[src/rtl/uart_tx_arbiter.sv]
// rtl/uart_tx_arbiter.sv - packet round-robin arbiter feeding the UART TX stream sink
module uart_tx_arbiter #(
    parameter int                    NUM_SRC    = 4,
    parameter int                    DATA_WIDTH = 8,
    parameter int                    HEADER_EN  = 1,
    parameter logic [DATA_WIDTH-5:0] HDR_TAG    = 4'hA,
    parameter int                    TIMEOUT    = 1024
) (
    input  logic                            clk,
    input  logic                            rst_n,
    input  logic [NUM_SRC*DATA_WIDTH-1:0]   s_tdata,
    input  logic [NUM_SRC-1:0]              s_tvalid,
    output logic [NUM_SRC-1:0]              s_tready,
    input  logic [NUM_SRC-1:0]              s_tlast,
    output logic [DATA_WIDTH-1:0]           m_tdata,
    output logic                            m_tvalid,
    input  logic                            m_tready,
    output logic                            m_tlast,
    output logic [$clog2(NUM_SRC)-1:0]      grant_id,
    output logic                            busy,
    output logic                            timeout_err
);
    localparam int IDW = $clog2(NUM_SRC);
    localparam int WDW = (TIMEOUT > 0) ? $clog2(TIMEOUT + 1) : 1;
    localparam logic [WDW-1:0] WD_LAST = WDW'(TIMEOUT - 1);

    typedef enum logic [1:0] {
        ST_IDLE,
        ST_HEADER,
        ST_PAYLOAD
    } state_t;

    state_t           state_q, state_d;
    logic [IDW-1:0]   rr_ptr_q, rr_ptr_d;
    logic [IDW-1:0]   grant_id_q, grant_id_d;
    logic [WDW-1:0]   wd_cnt_q, wd_cnt_d;
    logic             timeout_err_q, timeout_err_d;

    logic                  pick_found;
    logic [IDW-1:0]        pick_idx;
    logic [IDW-1:0]        cand;
    logic [DATA_WIDTH-1:0] hdr_byte;
    logic [DATA_WIDTH-1:0] src_data [NUM_SRC];

    for (genvar g = 0; g < NUM_SRC; g++) begin : g_src_data
        assign src_data[g] = s_tdata[g*DATA_WIDTH +: DATA_WIDTH];
    end

    assign hdr_byte    = {HDR_TAG, 4'(grant_id_q)};
    assign grant_id    = grant_id_q;
    assign timeout_err = timeout_err_q;

    // Round-robin search starting one past the last served source
    always_comb begin
        pick_found = 1'b0;
        pick_idx   = '0;
        cand       = '0;
        for (int i = 1; i <= NUM_SRC; i++) begin
            cand = IDW'((int'(rr_ptr_q) + i) % NUM_SRC);
            if (!pick_found && s_tvalid[cand]) begin
                pick_found = 1'b1;
                pick_idx   = cand;
            end
        end
    end

    // Next-state, datapath mux and watchdog
    always_comb begin
        state_d       = state_q;
        rr_ptr_d      = rr_ptr_q;
        grant_id_d    = grant_id_q;
        wd_cnt_d      = '0;
        timeout_err_d = 1'b0;
        m_tvalid      = 1'b0;
        m_tdata       = '0;
        m_tlast       = 1'b0;
        s_tready      = '0;
        busy          = 1'b0;
        case (state_q)
            ST_IDLE: begin
                if (pick_found) begin
                    grant_id_d = pick_idx;
                    state_d    = (HEADER_EN != 0) ? ST_HEADER : ST_PAYLOAD;
                end
            end
            ST_HEADER: begin
                busy     = 1'b1;
                m_tvalid = 1'b1;
                m_tdata  = hdr_byte;
                if (m_tready) begin
                    state_d = ST_PAYLOAD;
                end
            end
            ST_PAYLOAD: begin
                busy                 = 1'b1;
                m_tvalid             = s_tvalid[grant_id_q];
                m_tdata              = src_data[grant_id_q];
                m_tlast              = s_tlast[grant_id_q];
                s_tready[grant_id_q] = m_tready;
                wd_cnt_d             = wd_cnt_q;
                if (s_tvalid[grant_id_q] && m_tready) begin
                    wd_cnt_d = '0;
                    if (s_tlast[grant_id_q]) begin
                        state_d  = ST_IDLE;
                        rr_ptr_d = grant_id_q;
                    end
                end else if ((TIMEOUT > 0) && !s_tvalid[grant_id_q]) begin
                    // Stalled source: release the grant without a synthetic tlast
                    if (wd_cnt_q == WD_LAST) begin
                        state_d       = ST_IDLE;
                        rr_ptr_d      = grant_id_q;
                        timeout_err_d = 1'b1;
                        wd_cnt_d      = '0;
                    end else if (wd_cnt_q != '1) begin
                        wd_cnt_d = wd_cnt_q + 1'b1;
                    end
                end
            end
            default: begin
                state_d = ST_IDLE;
            end
        endcase
    end

    // State and bookkeeping registers
    always_ff @(posedge clk or negedge rst_n) begin
        if (!rst_n) begin
            state_q       <= ST_IDLE;
            rr_ptr_q      <= IDW'(NUM_SRC - 1);
            grant_id_q    <= '0;
            wd_cnt_q      <= '0;
            timeout_err_q <= 1'b0;
        end else begin
            state_q       <= state_d;
            rr_ptr_q      <= rr_ptr_d;
            grant_id_q    <= grant_id_d;
            wd_cnt_q      <= wd_cnt_d;
            timeout_err_q <= timeout_err_d;
        end
    end
endmodule

[config.mk]
export PLATFORM = sky130hd
export DESIGN_NAME = uart_tx_arbiter
export DESIGN_NICKNAME = d
export VERILOG_FILES = /design/src/rtl/uart_tx_arbiter.sv
export SDC_FILE = /design/constraint.sdc
export NUM_CORES = 1
export LEC_CHECK = 0
export BUFFER_PORTS_ARGS = -buffer_cell sky130_fd_sc_hd__buf_2
export CAP_MARGIN = 10
export CORE_MARGIN = 1.5
export CORE_UTILIZATION = 34
export CTS_BUF_LIST = sky130_fd_sc_hd__clkbuf_4 sky130_fd_sc_hd__clkbuf_8
export CTS_CLUSTER_SIZE = 10
export DETAILED_ROUTE_END_ITERATION = 7
export PLACE_DENSITY_LB_ADDON = 0.15
export REMOVE_ABC_BUFFERS = 1
export SLEW_MARGIN = 20
export SYNTH_ARGS = -nofsm -noshare
export SYNTH_HDL_FRONTEND = slang
export SYNTH_SLANG_ARGS = --single-unit
[constraint.sdc]
create_clock -name clk -period 4.43 [get_ports clk]
set_clock_uncertainty 0.05 [all_clocks]
set_input_delay 0.6645 -clock clk [delete_from_list [all_inputs] [get_ports clk]]
set_output_delay 0.6645 -clock clk [all_outputs]
set_load 0.03 [all_outputs]
# Yosys cells after proc, flatten, opt, wreduce, memory -nomap -nowiden
# Index checks and enable logic that the tools add are counted.
[op_classes]
n_lt_le_gt_ge = 7
n_bitwise = 2
n_mux = 50
reduce_logical = 15
n_eq_ne = 12
add_sub_neg = 5
[ops]
columns = ["op", "n"]
rows = [
  ["$mux 11", 5],
  ["$mux 2", 14],
  ["$mux 1", 17],
  ["$bmux 8 s2", 1],
  ["$mux 8", 2],
  ["$pmux 8 s2", 1],
  ["$lt 2x3->1 const B", 5],
  ["$bmux 1 s2", 6],
  ["$add 11x1->11 const B", 1],
  ["$eq 11x10->1 const B", 1],
  ["$ne 11x11->1 const B", 1],
  ["$ne 3x3->1 const B", 3],
  ["$ne 2x2->1 const B", 3],
  ["$pmux 2 s3", 1],
  ["$logic_and 1x1->1", 5],
  ["$reduce_and 5->1", 1],
  ["$add 2x1->2 const B", 2],
  ["$add 2x2->2 const B", 2],
  ["$and 4x4->4", 1],
  ["$mux 4", 1],
  ["$ne 4x4->1 const B", 1],
  ["$reduce_and 2->1", 2],
  ["$reduce_and 4->1", 1],
  ["$ge 3x3->1 const B", 1],
  ["other kinds (11)", 13],
]
[word_totals]
wordCells = 96
ff_bits = 18
out_inout_bits = 18
in_bits = 43

# Logic depth before layout (Yosys ltp)
# Gate-level depths: netlist of the first run.
[logic_depth]
ltp_word = 15
ltp_mapped = 8
mapped_depth_nobuf = 7

# Least setup slack after synthesis of the first run
# No wires, ideal clock.
[synth_path]
kind = "register -> output"
start = "register grant_id_q[1], in the netlist grant_id[1]"
end = "output m_tdata[7]"
path_stages_with_launch = 6
path_buffers = 2
slack_ns = 1.926
required_time_ns = 3.716
t_arrival_ns = 1.790
path_cell_list = "dfrtp_1 > buf_2 > buf_1 > mux4_2 > a21oi_1 > nor2b_1"
[synth_between]
elab_chain_cells = 5
[synth_rtl]
columns = ["item", "line_no", "source"]
rows = [
  ["from (decl)", "35", "logic [IDW-1:0] grant_id_q, grant_id_d;"],
  ["from (signal assigned)", "136", "grant_id_q <= grant_id_d;"],
  ["$not 2->3 (implied by the code)", "97", "m_tdata = src_data[grant_id_q];"],
  ["$bmux 8 s2", "97", ""],
  ["$mux 8 (implied by the code) (2 in a row)", "97", ""],
  ["$pmux 8 s2", "79", "case (state_q)"],
  ["to (decl)", "15", "output logic [DATA_WIDTH-1:0] m_tdata,"],
]
# Every way passes these cells. The select of a mux whose other input is x is not followed.

# Worst setup path in the final report of the first run
[layout_path]
start = "register grant_id_q[0], in the netlist grant_id[0]"
end = "output m_tdata[1]"
# The elaborated chain is that of the path after synthesis.

==> qor.yml, run 1 <==
htreeDepth: 1
grt_util_all_layers_pct: 17.4
overflow: 0
ant_nets: 0
worst_pin_slew_ns: 0.766
syn_area_mm2: 0.00143
clkLatencyLatePin_ns: 0.25
dr_total_vias: 1410
synth_top_family_by_area: "multiplexers"
synth_area_leaders: "dfrtp_1 28%, mux4_2 16%, ha_1 4.4%, a21oi_1 4.2%, mux2_2 3.9%"
worst_r2r_path_depth: 5
syn_area_per_cell_um2: 9.47
pin_count: 61
leakage_nw: 0.837
routed_wl_mm: 3.61
cts.path.max_buffers: 2
cts_tree: "yes"
slowest_delay_ns: 0.84
route.detailed.drc: 0
cts_resized: 0
synth_edf_count: 0
ys_types: 38
setup_violations: 0
final_hold_viol_count: 0
placed_area_mm2: 0.00176
syn_to_final_growth_pct: 26.9
place_hpwl_mm: 2.92
synth_cells: 151
grt_max_degree: 19
synth-async-reset-ratio_pct: 100
ys.flop_type: "dfrtp_1"
setup_tns_ns: 0
r2r-start: "grant_id[0]"
endpoint_kind: "output port"
drv_slew: 0
io_buffer_count: 60
fin_crit_ns: 2.83
worstPathArrival_ns: 2.11
synth_compound_gate_area_share_pct: 16.3
synth.top_cell.area_share_pct: 28.0
initial_utilization_pct: 35.5
ys_seq_area_share_pct: 31.7
synthMuxAreaShare_pct: 22.5
die_w_um: 67.9
max_freq_mhz: 353
viasPerCell: 5.44
cts_buffers: 3
ff2ff_setup_slack_ns: 1.75
critPathLaunchType: "flop"
synthXorXnorAreaFrac_pct: 0
r2r_end: "wd_cnt_q[8]"
gp_congestion: 0.768
status: "finished clean"
peakVddDrop_uv: 297
crit_type: "flop to output port"
grt_pass1_vias: 1438
synth_seq_cells: 18
critical_path_required_ns: 3.72
synthAdderAreaFrac_pct: 4.37
yosys.area.top_type: "dfrtp_1"
wire_per_inst_um: 13.9
path_cells: "mux4_2, a22oi_1, nor2b_1, buf_2"
max_slew_margin_pct: 48.9
final_nets: 258
antenna_found_initial: 0
drt-initial-drc-count: 90
clkTransAtPathRegs_ns: 0.07
die_y_um: 67.9
path_max_fanout: 17
rsz0062_at_grt: "false"
drive_gt1_share_pct: 40.7
grt_pass1_wl_mm: 6.10
diodes: 0
clkSinkCount: 18
cts-hold-fix-buffers: 0
yosysMostFrequentCell: "dfrtp_1"
cap_violations: 0
ys_warn_count: 0
die-area_mm2: 0.00460
postCtsSetupRepairBufs: 0
min_path_type: "input pin to async pin"
worst_path_max_delay_cell: "dfrtp_1"
final_area_mm2: 0.00181
cts_root_buf: "clkbuf_8"
finalCritPeriodShare_pct: 63.9
core-area_mm2: 0.00403
rows: 23
yosys.area_share.simple_pct: 20.7
synth_common_cells: "16 x dfrtp_1, 15 x nand2_1, 12 x a21oi_1"
p_per_area_mw_per_mm2: 548
firstDrtPassIters: 4
-- worst max path at each step --
stage	start	to	slack (ns)	depth (start not counted)
4_1_cts	grant_id[0]	m_tdata[1]	1.57	4
6_report	grant_id[0]	m_tdata[1]	1.60	4
3_5_place_dp	grant_id[0]	wd_cnt_q[8]	1.75	5
2_1_floorplan	grant_id[0]	state_q[0]	1.80	5
5_1_grt	grant_id[0]	m_tdata[0]	1.39	4
3_3_place_gp	grant_id[0]	wd_cnt_q[8]	1.80	5
-- layout make-up --
type	instances	area [um^2]
tap	50	62.6
multi-input combinational	119	913
clock buffer	4	55.1
fill	414	2210
sequential	18	453
inverter	8	30.0
timing repair buffer	60	300
-- registers in the layout, summed over array words and instances, names as in the netlist --
name	flops
wd_cnt_q	11
grant_id	2
rr_ptr_q	2
state_q	2
timeout_err	1
-- critical path: cells and delay by family (launching register included) --
kind / cells / cell delay [ns]
AOI/OAI and AO/OA: 1 / 0.19
muxes: 1 / 0.59
DFF: 1 / 0.84
and+or+nand+nor: 1 / 0.07
buffers and inverters: 1 / 0.18
-- through the flow --
stage               util (%)  hold WS [ns]  std cells  setup WS [ns]  power (mW)
CTS                     45.0         0.298        259           1.57        1.01
floorplan                  -         0.319        145           1.80       0.709
global placement        43.7         0.428        255           1.80       0.853
global route            45.0         0.303        259           1.39        1.07
finish                  45.0         0.286        259           1.60       0.995
detailed placement      43.7         0.432        255           1.75       0.870
-- layer usage --
metal  share of wire (%)  track usage, %  vias up
met4                0.50            4.25        0
met2                  55            32.2       29
li1                    -               -      682
met1                  41            19.8      695
met5                   0               0        -
met3                 3.3            4.44        4
-- placed cells by master, fill, tap and decap left out, types with 3 or more instances in the layout --
| cell type | synthesis | final |
|---|---|---|
| a21oi_1 | 12 | 12 |
| and3_1 | 5 | 5 |
| buf_2 | 3 | 60 |
| clkbuf_8 | 0 | 4 |
| dfrtp_1 | 16 | 16 |
| ha_1 | 5 | 5 |
| inv_1 | 8 | 8 |
| mux2_2 | 5 | 5 |
| mux2i_1 | 4 | 4 |
| mux4_2 | 10 | 10 |
| nand2_1 | 15 | 15 |
| nand2b_1 | 3 | 3 |
| nand3_1 | 3 | 3 |
| nor2_1 | 10 | 10 |
| nor2b_1 | 4 | 4 |
| nor4_1 | 3 | 3 |
| o21ai_0 | 11 | 11 |
| or2_2 | 3 | 3 |
| or3_1 | 5 | 5 |
-- report_power, final --
group          switching (mW)  internal [mW]
Sequential             0.0813          0.202
Clock                  0.0544         0.0789
Combinational           0.322          0.256
-- cells by family after synthesis --
family,Yosys count
AOI/OAI and AO/OA,38
adders and majority gates,5
buffers and inverters,14
DFF,18
muxes,19
and+or+nand+nor,57
No activity file was read; power rests on OpenSTA's default activity.
==> run 2, diff against run 1 <==
--- a/config.mk
+++ b/config.mk
@@ -5,6 +5,7 @@
 export SDC_FILE = /design/constraint.sdc
 export NUM_CORES = 1
 export LEC_CHECK = 0
+export ABC_AREA = 1
 export BUFFER_PORTS_ARGS = -buffer_cell sky130_fd_sc_hd__buf_2
 export CAP_MARGIN = 10
 export CORE_MARGIN = 1.5
==> constraint.sdc (replaced) <==
create_clock -name clk -period 2.6 [get_ports clk]
set_clock_uncertainty 0.05 [all_clocks]
set_input_delay 0.39 -clock clk [delete_from_list [all_inputs] [get_ports clk]]
set_output_delay 0.39 -clock clk [all_outputs]
set_load 0.03 [all_outputs]
==> run 2 against run 1 <==
Utilization fell by 0.51 points. Non-clock buffer count rose by 3. Global-route usage rose by 0.46 points. Via count rose by 30%. Cell area rose by 17%. Area after synthesis rose by 20%. Wire length rose by 25%. Setup slack got worse by 1.2 ns.
==> qor.yml, run 2 <==
die_w_um: 74.0  # +9.1%
path_cells: "inv_1, ha_1, nand2_1, o21ai_0, buf_2"
syn_to_final_growth_pct: 24.2
setup_ws_ns: 0.366  # -1.23 ns
final_hold_viol_count: 0  # unchanged
ys_warn_count: 0  # unchanged
ys_types: 29  # -24%
worst_path_max_delay_cell: "dfrtp_1"
synth-async-reset-ratio_pct: 100  # unchanged
r2r-start: "wd_cnt_q[0]"
largest_reg_flops: 11  # unchanged
io_buffer_count: 60  # unchanged
pre_cts_ws_ns: 0.633  # -1.11 ns
cap_violations: 0  # unchanged
path_max_fanout: 9  # -8
diodes: 0  # unchanged
dr_total_vias: 1829  # +30%
gp_congestion: 0.830  # +8.2%
setup_violations: 0  # unchanged
peakVddDrop_uv: 543  # +83%
cts.path.max_buffers: 2  # unchanged
grt_pass1_wl_mm: 7.80  # +28%
power_frac_comb_pct: 68.2  # +10 points
wire_per_inst_um: 11.6  # -17%
final_cell_mix: "91 x nand2_1, 60 x buf_2, 28 x inv_1"
cts_tree: "yes"
ff2ff_setup_slack_ns: 0.70  # -1.05 ns
syn_area_mm2: 0.00172  # +20%
cts_root_buf: "clkbuf_8"
swShare_pct: 55.2  # +9.2 points
finalCritPeriodShare_pct: 85.9
critPathLaunchType: "flop"
ys.flop_type: "dfrtp_1"
synth_common_cells: "91 x nand2_1, 28 x inv_1, 25 x nand3_1"
cell_internal_pwr_uw: 876  # +63%
postCtsSetupRepairBufs: 0  # unchanged
drv_slew: 0  # unchanged
clkTransAtPathRegs_ns: 0.07  # about the same
leakage_nw: 1.14  # +36%
crit_type: "flop to output port"
antenna_found_initial: 0  # unchanged
ys_seq_area_share_pct: 26.4  # -5.3 points
worstPathArrival_ns: 1.79  # -0.32 ns
final_common_cell: "nand2_1"
route.detailed.drc: 0  # unchanged
p_per_area_mw_per_mm2: 918  # +67%
rows: 25  # +8.7%
die-area_mm2: 0.00548  # +19%
cts_resized: 0  # unchanged
fillers: 532  # +29%
max_freq_mhz: 448
cts-hold-fix-buffers: 0  # unchanged
r2r_end: "wd_cnt_q[1]"
placed_area_mm2: 0.00208  # +18%
synth_area_leaders: "dfrtp_1 23%, nand2_1 20%, nand3_1 7.3%, inv_1 6.1%, ha_1 3.6%"
core-area_mm2: 0.00479  # +19%
final_nets: 373  # +45%
critical_path_required_ns: 2.16  # -1.56 ns
firstDrtPassIters: 4  # unchanged
synth_seq_cells: 18  # unchanged
status: "finished clean"
place_hpwl_mm: 3.52  # +20%
viasPerCell: 4.68  # -14%
yosysMostFrequentCell: "nand2_1"
die_y_um: 74.0  # +9.1%
drt-initial-drc-count: 49  # -46%
synth_edf_count: 0  # unchanged
seq_power_share_pct: 20.1  # -8.3 points
drive_gt1_share_pct: 28.4  # -12 points
grt_max_degree: 19  # unchanged
endpoint_kind: "output port"
grt_pass1_vias: 1726  # +20%
initial_utilization_pct: 35.8  # +0.35 points
slowest_delay_ns: 0.41  # -0.43 ns
cts_buffers: 3  # unchanged
clkPwrFrac_pct: 11.7  # -1.7 points
synth.top_cell.area_share_pct: 23.3  # -4.7 points
setup_tns_ns: 0  # unchanged
regMostFlops: "wd_cnt_q"
synth_cells: 264  # +75%
final_area_mm2: 0.00213  # +17%
ant_nets: 0  # unchanged
switchingPower_mw: 1.08  # +140%
rsz0062_at_grt: "false"
clkSinkCount: 18  # unchanged
overflow: 0  # unchanged
yosys.area.top_type: "dfrtp_1"
grt_util_all_layers_pct: 17.8  # +0.46 points
routed_wl_mm: 4.52  # +25%
worst_pin_slew_ns: 0.397  # -0.369 ns
fin_crit_ns: 2.23
clkLatencyLatePin_ns: 0.25  # about the same
pin_count: 61  # unchanged
worst_r2r_path_depth: 9  # +4
holdWs_ns: 0.00320  # -0.283 ns
htreeDepth: 1  # unchanged
syn_area_per_cell_um2: 6.50  # -31%
max_slew_margin_pct: 73.5  # +25 points
min_path_type: "input pin to async pin"
-- run 2: cell count changes in the layout (fill, tap and decap cells not counted), moves of 5 or more --
| cell | change |
|---|---|
| and3_1 | -5 |
| inv_1 | +20 |
| nand2_2 | +8 |
| nand3_1 | +22 |
| nand2_1 | +76 |
| or3_1 | -5 |
| o21ai_1 | +6 |
| a21oi_1 | -6 |
| mux2_2 | -5 |
| mux4_2 | -10 |
| nand4_1 | +7 |
| xor2_1 | +6 |
-- run 2: critical path: cells and delay by family, from the launching register on --
family                     cells  cell delay (ns)
AOI/OAI and AO/OA              1             0.24
adders and majority gates      1             0.30
buffers and inverters          2             0.32
DFF                            1             0.41
and+or+nand+nor                1             0.28
-- run 2: stage by stage --
step	total power, mW	instances	utilization, %
after global routing	2.14	391	44.5
after detailed placement	1.73	387	43.4
after floorplan	1.38	257	-
after CTS	1.97	391	44.5
after global placement	1.72	387	43.4
final	1.96	391	44.5
-- run 2: power by group through the flow --
stage / clock network, mW / registers, mW / logic [mW]
after detailed placement: 0 / 0.400 / 1.33
after global placement: 0 / 0.399 / 1.33
after global routing: 0.246 / 0.402 / 1.50
final: 0.229 / 0.393 / 1.33
after floorplan: 0 / 0.453 / 0.923
after CTS: 0.237 / 0.394 / 1.34
-- run 2: worst max path at each step --
stage	startpoint	endpoint	slack (ns)	cells past startpoint
after floorplan	grant_id[1]	m_tdata[5]	0.22	5
after global placement	state_q[1]	m_tvalid	0.66	5
after detailed placement	state_q[0]	m_tvalid	0.63	5
after CTS	state_q[0]	m_tvalid	0.34	5
after global routing	state_q[0]	m_tvalid	0.20	5
final	state_q[0]	m_tdata[7]	0.37	5
-- run 2: cell families after synthesis --
kind of cell               count (synthesis)  synth area share (%)
xor gates and xnor gates                   7                  3.57
and+or+nand+nor                          159                  42.6
adders and majority gates                  5                  3.65
DFF                                       18                  26.4
buffers and inverters                     37                  9.26
AOI/OAI and AO/OA                         38                  14.5
-- run 2: area by class of cell --
type / count / area, um^2 / area share, %
inverter: 30 / 113 / 5.28
clock buffer: 4 / 55.1 / 2.58
timing repair buffer: 63 / 323 / 15.1
tap: 67 / 83.8 / 3.93
multi-input combinational: 209 / 1100 / 51.8
sequential: 18 / 453 / 21.3
-- run 2: per-layer routing --
layer  vias up  routed length, um  global-route usage (%)
li1        988                  -                       -
met1       812               2270                    24.6
met2        27               2100                    30.2
met3         2                132                    2.57
met4         0                 19                    2.67
met5         -                  0                       0
==> run 3, diff against run 2 <==
--- a/config.mk
+++ b/config.mk
@@ -13,6 +13,7 @@
 export CTS_BUF_LIST = sky130_fd_sc_hd__clkbuf_4 sky130_fd_sc_hd__clkbuf_8
 export CTS_CLUSTER_SIZE = 10
 export DETAILED_ROUTE_END_ITERATION = 7
+export GPL_TIMING_DRIVEN = 0
 export PLACE_DENSITY_LB_ADDON = 0.15
 export REMOVE_ABC_BUFFERS = 1
 export SLEW_MARGIN = 20
==> run 3 against run 2 <==
Sequential power grew 15%. Wire length fell by 4.9%. Highest routed layer unchanged. Cell area shrank 0.82%. Critical endpoint is now m_tdata[3]. Global-route usage is 1.3 points lower.
==> qor.yml, run 3 (synthesis gave the netlist of run 2 again) <==
cts.path.max_buffers: 2  # unchanged
firstDrtPassIters: 4  # unchanged
finalCritPeriodShare_pct: 91.8  # +5.8 points
pre_cts_ws_ns: 0.241  # -0.392 ns
clkSinkCount: 18  # unchanged
setup_violations: 0  # unchanged
die-area_mm2: 0.00548  # unchanged
min_path_type: "input pin to async pin"
worstPathArrival_ns: 1.95  # +0.16 ns
clkLatencyLatePin_ns: 0.26  # about the same
final_common_cell: "nand2_1"
drive_gt1_share_pct: 28.7  # +0.27 points
cts_root_buf: "clkbuf_8"
critical_path_required_ns: 2.16  # about the same
final_hold_viol_count: 0  # unchanged
cap_violations: 0  # unchanged
grt_pass1_vias: 1662  # -3.7%
setup_tns_ns: 0  # unchanged
grt_pass1_wl_mm: 7.29  # -6.5%
die_w_um: 74.0  # unchanged
io_buffer_count: 60  # unchanged
p_per_area_mw_per_mm2: 913  # -0.53%
place_hpwl_mm: 3.36  # -4.6%
path_max_fanout: 14  # +5
routed_wl_mm: 4.30  # -4.9%
largest_reg_flops: 11  # unchanged
htreeDepth: 1  # unchanged
viasPerCell: 4.74  # +1.3%
setup_ws_ns: 0.214  # -0.152 ns
pin_count: 61  # unchanged
overflow: 0  # unchanged
fin_crit_ns: 2.39  # +0.152 ns
worst_r2r_path_depth: 10  # +1
r2r_end: "wd_cnt_q[2]"
drv_slew: 0  # unchanged
route.detailed.drc: 0  # unchanged
dr_total_vias: 1838  # +0.49%
worst_pin_slew_ns: 0.404  # +0.00691 ns
cts_tree: "yes"
drt-initial-drc-count: 70  # +43%
initial_utilization_pct: 35.8  # unchanged
gp_congestion: 0.789  # -5.0%
ff2ff_setup_slack_ns: 0.62  # -0.08 ns
rsz0062_at_grt: "false"
status: "finished clean"
die_y_um: 74.0  # unchanged
grt_util_all_layers_pct: 16.5  # -1.3 points
peakVddDrop_uv: 398  # -27%
grt_max_degree: 19  # unchanged
critPathLaunchType: "flop"
wire_per_inst_um: 11.1  # -4.1%
max_slew_margin_pct: 73.0  # -0.46 points
regMostFlops: "wd_cnt_q"
startpoint: "grant_id[1]"
rows: 25  # unchanged
syn_to_final_growth_pct: 23.2
final_cell_mix: "91 x nand2_1, 60 x buf_2, 28 x inv_1"
antenna_found_initial: 0  # unchanged
core-area_mm2: 0.00479  # unchanged
r2r-start: "grant_id[0]"
endpoint_kind: "output port"
clkTransAtPathRegs_ns: 0.07  # about the same
ant_nets: 0  # unchanged
max_freq_mhz: 419  # -6.4%
cts_buffers: 3  # unchanged
final_nets: 370  # -0.80%
diodes: 0  # unchanged
crit_type: "flop to output port"
cts-hold-fix-buffers: 0  # unchanged
leakage_nw: 1.12  # -1.7%
-- run 3: what timing repair did --
action / in CTS / in global routing
endpoints found under the hold margin: 0 / 0
setup buffers: 0 / 0
setup endpoints to repair: 1 / 7
gates resized for setup: 1 / 2
-- run 3: report_power, final --
part | internal (mW) | total [mW] | switching, mW
clock | 0.135 | 0.233 | 0.0986
sequential | 0.340 | 0.453 | 0.113
combinational | 0.380 | 1.24 | 0.863
total | 0.854 | 1.93 | 1.07
-- run 3: worst max path at each step --
stage | to | cells past startpoint | slack [ns]
after CTS | m_tdata[0] | 6 | 0.06
after global placement | m_tvalid | 5 | 0.20
after global routing | m_tvalid | 5 | 0.03
after floorplan | m_tdata[5] | 5 | 0.22
after detailed placement | m_tvalid | 5 | 0.24
final | m_tdata[3] | 6 | 0.21
-- run 3: layout make-up --
cell class,count,area (um^2)
fillers,521,2670
multi-input cells,209,1110
flip-flops and latches,18,455
repair buffers,60,300
inverters,30,113
well taps,67,83.8
clock buffers,4,55.1
-- run 3: per-stage QoR --
| step | utilization (%) | hold WS, ns | instance area, um^2 | power (mW) | instances |
|---|---|---|---|---|---|
| 6_report | 44.2 | 0.00225 | 2110 | 1.93 | 388 |
| 2_1_floorplan | - | 0.0444 | 1670 | 1.38 | 257 |
| 4_1_cts | 44.1 | 0.0149 | 2110 | 1.94 | 388 |
| 5_1_grt | 44.2 | 0.0298 | 2110 | 2.12 | 388 |
| 3_5_place_dp | 42.9 | 0.294 | 2050 | 1.70 | 384 |
| 3_3_place_gp | 42.9 | 0.302 | 2050 | 1.70 | 384 |
-- run 3: metal layers --
metal	vias to the layer above	wire length (um)	global-route usage, %
met5	-	0	0
met1	820	2140	22.7
li1	982	-	-
met2	32	1990	28.4
met3	4	146	1.63
met4	0	26	3.09
-- run 3: critical path: stages, from the launching register on --
cell and delay, ns:
dfrtp_2 0.51, inv_1 0.31, nand2_1 0.11, inv_1 0.24, a22oi_1 0.15, a31oi_1 0.15, buf_2 0.22
